[config.mk]
export PLATFORM = sky130hd
export DESIGN_NAME = memwb_stage
export DESIGN_NICKNAME = d
export VERILOG_FILES = /design/src/rtl/pipe_pkg.sv /design/src/rtl/skid_buffer.sv /design/src/rtl/memwb_stage.sv
export SDC_FILE = /design/constraint.sdc
export NUM_CORES = 1
export LEC_CHECK = 0
export CAP_MARGIN = 25
export CORE_UTILIZATION = 47
export CTS_CLUSTER_DIAMETER = 50
export DETAILED_ROUTE_END_ITERATION = 8
export GPL_ROUTABILITY_DRIVEN = 0
export PLACE_DENSITY = 0.9
export SLEW_MARGIN = 10
export SYNTH_ARGS = -nofsm -noshare
export SYNTH_HDL_FRONTEND = slang
export SYNTH_HIERARCHICAL = 1
export SYNTH_SLANG_ARGS = --single-unit
[constraint.sdc]
create_clock -name clock -period 2.3 [get_ports clock]
set_input_delay 0.23 -clock clock [delete_from_list [all_inputs] [get_ports clock]]
set_output_delay 0.23 -clock clock [all_outputs]
set_load 0.01 [all_outputs]
[src/rtl/pipe_pkg.sv]
// Shared definitions for the pipeline stages.
// Holds the writeback control bit positions and the default field widths
// so that every stage decodes the WB field the same way.
package pipe_pkg;

    // Bit positions inside the WB control field
    localparam int REGWRITE_BIT = 0;
    localparam int MEMTOREG_BIT = 1;

    // Default field widths
    localparam int DEF_DATA_W = 8;
    localparam int DEF_REG_W  = 1;
    localparam int DEF_WB_W   = 2;

endpackage

[src/rtl/skid_buffer.sv]
// Two-entry skid buffer for a generic payload.
// The main entry drives the outputs; the skid entry catches a beat that is
// accepted while main is stalled, so in_ready never depends on out_ready.
//
// Ports:
//   clock, reset          rising-edge clock, asynchronous active-high reset
//   flush                 drop both held beats (and any beat offered now)
//   in_valid/in_ready     upstream handshake; in_ready = no beat in skid
//   in_data [W]           incoming payload
//   out_valid/out_ready   downstream handshake
//   out_data [W]          payload of the main entry
module skid_buffer #(
    parameter int W = 8
) (
    input  logic         clock,
    input  logic         reset,
    input  logic         flush,
    input  logic         in_valid,
    output logic         in_ready,
    input  logic [W-1:0] in_data,
    output logic         out_valid,
    input  logic         out_ready,
    output logic [W-1:0] out_data
);

    logic [W-1:0] main_data_p0;
    logic         main_vld_p0;
    logic [W-1:0] skid_data_p1;
    logic         skid_vld_p1;

    // Skid can only be full when main is full, so skid_vld alone
    // decides whether another beat fits.
    assign in_ready  = ~skid_vld_p1;
    assign out_valid = main_vld_p0;
    assign out_data  = main_data_p0;

    // ---- main / skid entry registers ----
    always_ff @(posedge clock or posedge reset) begin
        if (reset) begin
            main_data_p0 <= '0;
            main_vld_p0  <= 1'b0;
            skid_data_p1 <= '0;
            skid_vld_p1  <= 1'b0;
        end else if (flush) begin
            main_vld_p0 <= 1'b0;
            skid_vld_p1 <= 1'b0;
        end else begin
            if (!main_vld_p0 || out_ready) begin
                // Main is free this edge: refill from skid first to keep order;
                // while skid is full in_ready is low, so no new beat competes.
                if (skid_vld_p1) begin
                    main_data_p0 <= skid_data_p1;
                    main_vld_p0  <= 1'b1;
                    skid_vld_p1  <= 1'b0;
                end else if (in_valid) begin
                    main_data_p0 <= in_data;
                    main_vld_p0  <= 1'b1;
                end else begin
                    main_vld_p0  <= 1'b0;
                end
            end else if (in_valid && !skid_vld_p1) begin
                skid_data_p1 <= in_data;
                skid_vld_p1  <= 1'b1;
            end
        end
    end

endmodule

[src/rtl/memwb_stage.sv]
// MEM/WB pipeline register with two-entry elastic buffering and
// forwarding outputs for the earlier stages.
//
// Ports:
//   clock, reset                 rising-edge clock, async active-high reset
//   in_valid/in_ready            MEM-side handshake
//   flush                        discard all held beats
//   WB, Memout, ALUOut, RegRD    fields of the incoming beat
//   out_valid/out_ready          WB-side handshake
//   WBreg, Memreg, ALUreg,
//   RegRDreg                     registered output beat (WBreg zero in bubbles)
//   fwd_en, fwd_reg, fwd_data    forwarding source for hazard bypass
module memwb_stage
    import pipe_pkg::*;
#(
    parameter int DATA_W = DEF_DATA_W,
    parameter int REG_W  = DEF_REG_W,
    parameter int WB_W   = DEF_WB_W
) (
    input  logic              clock,
    input  logic              reset,
    input  logic              in_valid,
    output logic              in_ready,
    input  logic              flush,
    input  logic [WB_W-1:0]   WB,
    input  logic [DATA_W-1:0] Memout,
    input  logic [DATA_W-1:0] ALUOut,
    input  logic [REG_W-1:0]  RegRD,
    output logic              out_valid,
    input  logic              out_ready,
    output logic [WB_W-1:0]   WBreg,
    output logic [DATA_W-1:0] Memreg,
    output logic [DATA_W-1:0] ALUreg,
    output logic [REG_W-1:0]  RegRDreg,
    output logic              fwd_en,
    output logic [REG_W-1:0]  fwd_reg,
    output logic [DATA_W-1:0] fwd_data
);

    localparam int PW = WB_W + 2 * DATA_W + REG_W;

    logic [PW-1:0]     in_pay;
    logic [PW-1:0]     out_pay;
    logic [WB_W-1:0]   wb_held;

    assign in_pay = {WB, Memout, ALUOut, RegRD};

    skid_buffer #(
        .W(PW)
    ) u_buf (
        .clock     (clock),
        .reset     (reset),
        .flush     (flush),
        .in_valid  (in_valid),
        .in_ready  (in_ready),
        .in_data   (in_pay),
        .out_valid (out_valid),
        .out_ready (out_ready),
        .out_data  (out_pay)
    );

    assign {wb_held, Memreg, ALUreg, RegRDreg} = out_pay;

    // ---- output / forwarding ----
    // A bubble must never look like a register write, so WB is masked
    // while the data fields keep their last value.
    assign WBreg    = out_valid ? wb_held : '0;
    assign fwd_en   = out_valid & WBreg[REGWRITE_BIT];
    assign fwd_reg  = RegRDreg;
    assign fwd_data = WBreg[MEMTOREG_BIT] ? Memreg : ALUreg;

endmodule

==> metrics.txt, run 1 <==
status=finished, final reports clean; RSZ-0062 raised after global routing=no; commonest non-fill, non-tap cell in the layout=clkdlybuf4s50_1; drt pass-1 iters=3; setup slack, reg-to-reg=0.50 ns; height of the die=66.2 um; CTS tree=yes; global-route wire length before repair=6.35 mm; Yosys cell types=17; largest net degree at the start of global routing=41; vias in the first global route=1284; GRT Total Usage=20.2%; endpoints failing setup=0; cts bufs inserted=5; wire length per cell=16.5 um; Die Span X=66.2 um; Final Max Slew Viols=0; DRT Wirelength=3.81 mm; 1st-iter DRT viols=41; final net count=206; dpl hpwl=2.65 mm; Worst Clk Skew=0.00597 ns; Initial Util=51.0%; Finished Core Util=68.2%; final period utilization=89.2%; slew margin rel.=67.2%; slew of the pin with the lowest slew margin=0.492 ns; syn avg cell area=15.6 um2; initial antenna violation count=0; Crit Path Max Fanout=9; clk root buf=clkbuf_8; # DRC=0; Lkg Pwr=0.00110 uW; CTS H-tree lvls=2; # fillers=271; Antenna Nets Post-Route=0; Crit path arrival time=1.82 ns; CORE AREA=3800 um2; synthesized area=1940 um2; setup TNS=0 ns; via count=1200; IO buf count=54; GR Overflow Total=0; Diodes inserted=0; WS Path Type=reg2out; share of cells above drive strength 1=39.3%; RR Endpoint=u_buf/out_data[6]; post-CTS setup buffer count=0; worst reg2reg path depth=4; final worst path period need=2.05 ns; CTS Sinks=40; clock latency on the worst-skew pair=0.29 ns; Final Hold Violating Endpoints=0; Setup crit end kind=output pin; #FFs+latches synth=40; worst path required time=2.07 ns; RR Startpoint=u_buf/skid_vld_p1; die area=4380 um2; maximum operating frequency=487 MHz; Area Growth Syn to Fin=33.7%; Seq/Total Area, Yosys=51.7%; hold-fix buffer count after cts=0; worst hold-check path type=in2async; deepest clock path buffer count=2; Yosys warnings=6; CP Launch Type=register; cells after synthesis=124; Max-Cap Viols=0; most frequent cells in the layout=clkdlybuf4s50_1, mux2_2, dfrtp_1; Pwr per Cell Area=770 nW/um2; post-CTS sizing=0; Vias/cell=5.19; VDD IR max=0.436 mV; Row Count=22; Synthesized Nets=148; Ports=55; Clk pin slew, worst setup/hold paths=0.08 ns
==> worst max path at each step <==
stage	startpoint	endpoint	slack [ns]
after floorplan	u_buf/out_valid	u_buf/out_data[0]	0.61
after global placement	out_ready	u_buf/out_data[11]	0.42
after detailed placement	out_ready	u_buf/out_data[14]	0.37
after CTS	u_buf/out_valid	fwd_data[3]	0.23
after global routing	u_buf/out_valid	fwd_data[3]	0.19
final	u_buf/out_valid	fwd_data[3]	0.25
==> report_power, final <==
part | internal [uW] | switching [uW]
clock | 239 | 240
sequential | 854 | 95.4
combinational | 376 | 189
==> registers in the layout (all words and copies together), names as in the netlist <==
name,count
u_buf/out_data,19
u_buf/out_valid,1
u_buf/skid_data_p1,19
u_buf/skid_vld_p1,1
==> per-stage QoR <==
stage | power [uW] | instances | cell area [um2] | setup WS (ns) | hold slack, ns
after floorplan | 1240 | 124 | 1940 | 0.606 | 0.293
after global placement | 1500 | 223 | 2500 | 0.422 | 0.461
after detailed placement | 1530 | 223 | 2500 | 0.366 | 0.470
after CTS | 2020 | 231 | 2590 | 0.228 | 0.359
after global routing | 2110 | 231 | 2590 | 0.186 | 0.389
final | 1990 | 231 | 2590 | 0.248 | 0.348
==> worst max-delay path, cell delays in order, from the launching register on <==
cell and delay (ns):
dfrtp_1 0.48, nand2_4 0.20, mux2_2 0.36, clkdlybuf4s50_1 0.49
==> cells by family (layout without fill, tap and decap cells) <==
family / Yosys count / in the layout / share of synthesized area [%]
mux: 65 / 65 / 39.7
flops: 40 / 40 / 51.7
buf+inv: 10 / 69 / 4.52
simple gates: 8 / 8 / 3.81
compound gates: 1 / 1 / 0.258
==> cell type report <==
type	instances	area, um2	share of cell area (%)
flip-flops and latches	40	1000	38.6
multi-input cells	74	855	33.0
repair buffers	58	571	22.0
clock buffers	6	82.6	3.19
well taps	48	60.1	2.32
inverters	3	11.3	0.435
clock inverters	2	10.0	0.386
==> per-layer routing <==
metal	GRT usage [%]	vias to the layer above	share of wire, %
li1	-	555	-
met1	25.9	594	43
met2	32.3	47	49
met3	6.55	4	6.8
met4	6.38	0	0.89
met5	0	-	0
==> cell usage after synthesis (all sizes together) <==
cell type | instances | area, um2
mux2 | 65 | 769
dfrtp | 40 | 1000
buf | 7 | 76.3
inv | 3 | 11.3
nor3 | 2 | 21.3
a21oi | 1 | 5.00
and2 | 1 | 7.51
and2b | 1 | 7.51
nand2 | 1 | 11.3
nand2b | 1 | 13.8
nor2 | 1 | 3.75
nor4b | 1 | 8.76
Note: power is estimated with default switching activity, not from simulation.
==> run 2, diff against run 1 <==
- CORE_ASPECT_RATIO: unset -> 1.5
==> run 2 against run 1 <==
Against the previous run:
- sequential power rose by 0.5%
- routed wire length is 5.4% higher
- die area grew 0.12%
- non-clock buffer count is 3 higher
- core utilization shrank 2.7 points
- via count increased by 2.6%
- final area increased by 0.15%
- largest cell class unchanged
- largest power group unchanged
- highest routed layer unchanged
==> metrics.txt, run 2 (same netlist as run 1, synthesis figures left out) <==
vias in the first global route=1346 (+4.8%); clock latency on the worst-skew pair=0.29 ns (about the same); drt pass-1 iters=4 (+1); wire length per cell=17.5 um (+5.9%); Pwr Total=1960 uW (-1.6%); Diodes inserted=0 (unchanged); share of cells above drive strength 1=39.5% (+0.12 points); maximum operating frequency=493 MHz (+1.1%); worst hold-check path type=in2async; worst path required time=2.07 ns (about the same); post-CTS setup buffer count=0 (unchanged); most frequent cells in the layout=clkdlybuf4s50_1, mux2_2, dfrtp_1; CP cell instances=nand2_4 -> mux2_2 -> clkdlybuf4s50_1; Area Growth Syn to Fin=33.9%; Area after DPL=2520 um2 (+0.75%); Detail Route met2 WL=2.18 mm (+17%); via count=1231 (+2.6%); final worst path period need=2.03 ns (-0.0231 ns); DRT Wirelength=4.02 mm (+5.4%); endpoints failing setup=0 (unchanged); CP Launch Type=register; initial antenna violation count=0 (unchanged); Crit path arrival time=1.80 ns (-0.02 ns); post-CTS sizing=0 (unchanged); Crit Path Max Fanout=9 (unchanged); Final Max Slew Viols=0 (unchanged); RSZ-0062 raised after global routing=no; CORE AREA=3960 um2 (+4.2%); height of the die=80.6 um (+22%); commonest non-fill, non-tap cell in the layout=clkdlybuf4s50_1; largest net degree at the start of global routing=41 (unchanged); final period utilization=88.2% (-1.0 points); Critical Path Max Stage Delay=0.48 ns (about the same); design area=2590 um2 (+0.15%); hold-fix buffer count after cts=0 (unchanged); setup TNS=0 ns (unchanged); die area=4390 um2 (+0.12%); final net count=209 (+1.5%); Setup crit end kind=output pin; cts bufs inserted=5 (unchanged); Lkg Pwr=0.00111 uW (+0.55%); slew of the pin with the lowest slew margin=0.495 ns (+0.00311 ns); IO buf count=54 (unchanged); # DRC=0 (unchanged); CTS Sinks=40 (unchanged); Row Count=28 (+27%); slew margin rel.=67.0% (-0.21 points); Pwr per Cell Area=756 nW/um2 (-1.8%); DR WL met3=183 um (-29%); WS Path Type=reg2out; VDD IR max=0.621 mV (+42%); Non-Filler Instances=230 (-0.43%); top sig layer=met4; dpl hpwl=2.96 mm (+12%); Routed met1 length=1.57 mm (-5.3%); CTS H-tree lvls=2 (unchanged); Antenna Nets Post-Route=0 (unchanged); status=finished, final reports clean; Clk pin slew, worst setup/hold paths=0.07 ns (about the same); clk root buf=clkbuf_8; 1st-iter DRT viols=18 (-56%); Vias/cell=5.35 (+3.0%); slowest cell on the critical path=dfrtp_1; GRT Total Usage=21.2% (+0.98 points); Initial Util=48.9% (-2.1 points); Worst Clk Skew=0.00473 ns (-0.00124 ns); Ports=55 (unchanged); Final Hold Violating Endpoints=0 (unchanged); global-route wire length before repair=6.42 mm (+1.2%); GR Overflow Total=0 (unchanged); setup slack, reg-to-reg=0.58 ns (+0.08 ns); deepest clock path buffer count=2 (unchanged); Worst Hold Slack=0.377 ns (+0.0288 ns); CTS tree=yes; Max-Cap Viols=0 (unchanged); Die Span X=54.4 um (-18%); Placed Instances=223 (unchanged)
[run 2: cell types whose count changed in the layout (fill, tap and decap cells not counted), sizes merged]
cell    change
buf         +3
clkinv      -1
[run 2: area by class of cell]
class,count,area [um2]
fillers,312,1370
flip-flops and latches,40,1000
multi-input cells,74,855
repair buffers,61,593
clock buffers,6,72.6
well taps,45,56.3
inverters,3,11.3
clock inverters,1,5.00
[run 2: through the flow]
step                utilization, %  setup WS, ns
floorplan                        -         0.606
global placement              63.6         0.453
detailed placement            63.6         0.399
CTS                           65.5         0.257
global route                  65.5         0.208
finish                        65.5         0.271
[run 2: path summary, 6_finish.rpt]
check,to,start,cells past startpoint
min,u_buf/out_data[14],reset,3
min in group clock,u_buf/skid_data_p1[2],u_buf/skid_data_p1[2],1
max,fwd_data[5],u_buf/out_valid,3
min reg2reg,u_buf/skid_data_p1[2],u_buf/skid_data_p1[2],1
max reg2reg,u_buf/skid_data_p1[6],u_buf/out_valid,4
max in group asynchronous,u_buf/skid_data_p1[12],reset,3
[run 2: per-layer routing]
| metal | vias up | track usage (%) |
|---|---|---|
| li1 | 560 | - |
| met1 | 616 | 24.6 |
| met2 | 45 | 35.1 |
| met3 | 10 | 5.49 |
| met4 | 0 | 9.49 |
| met5 | - | 0 |
[run 2: critical path: cells and delay by family, from the launching register on]
family	cells	cell delay, ns
simple gates	1	0.20
flops	1	0.48
buf+inv	1	0.47
mux	1	0.35
[run 2: where the power goes]
part	switching (uW)	internal (uW)	total (uW)
Clock	227	206	433
Sequential	99.5	854	954
Combinational	196	378	574
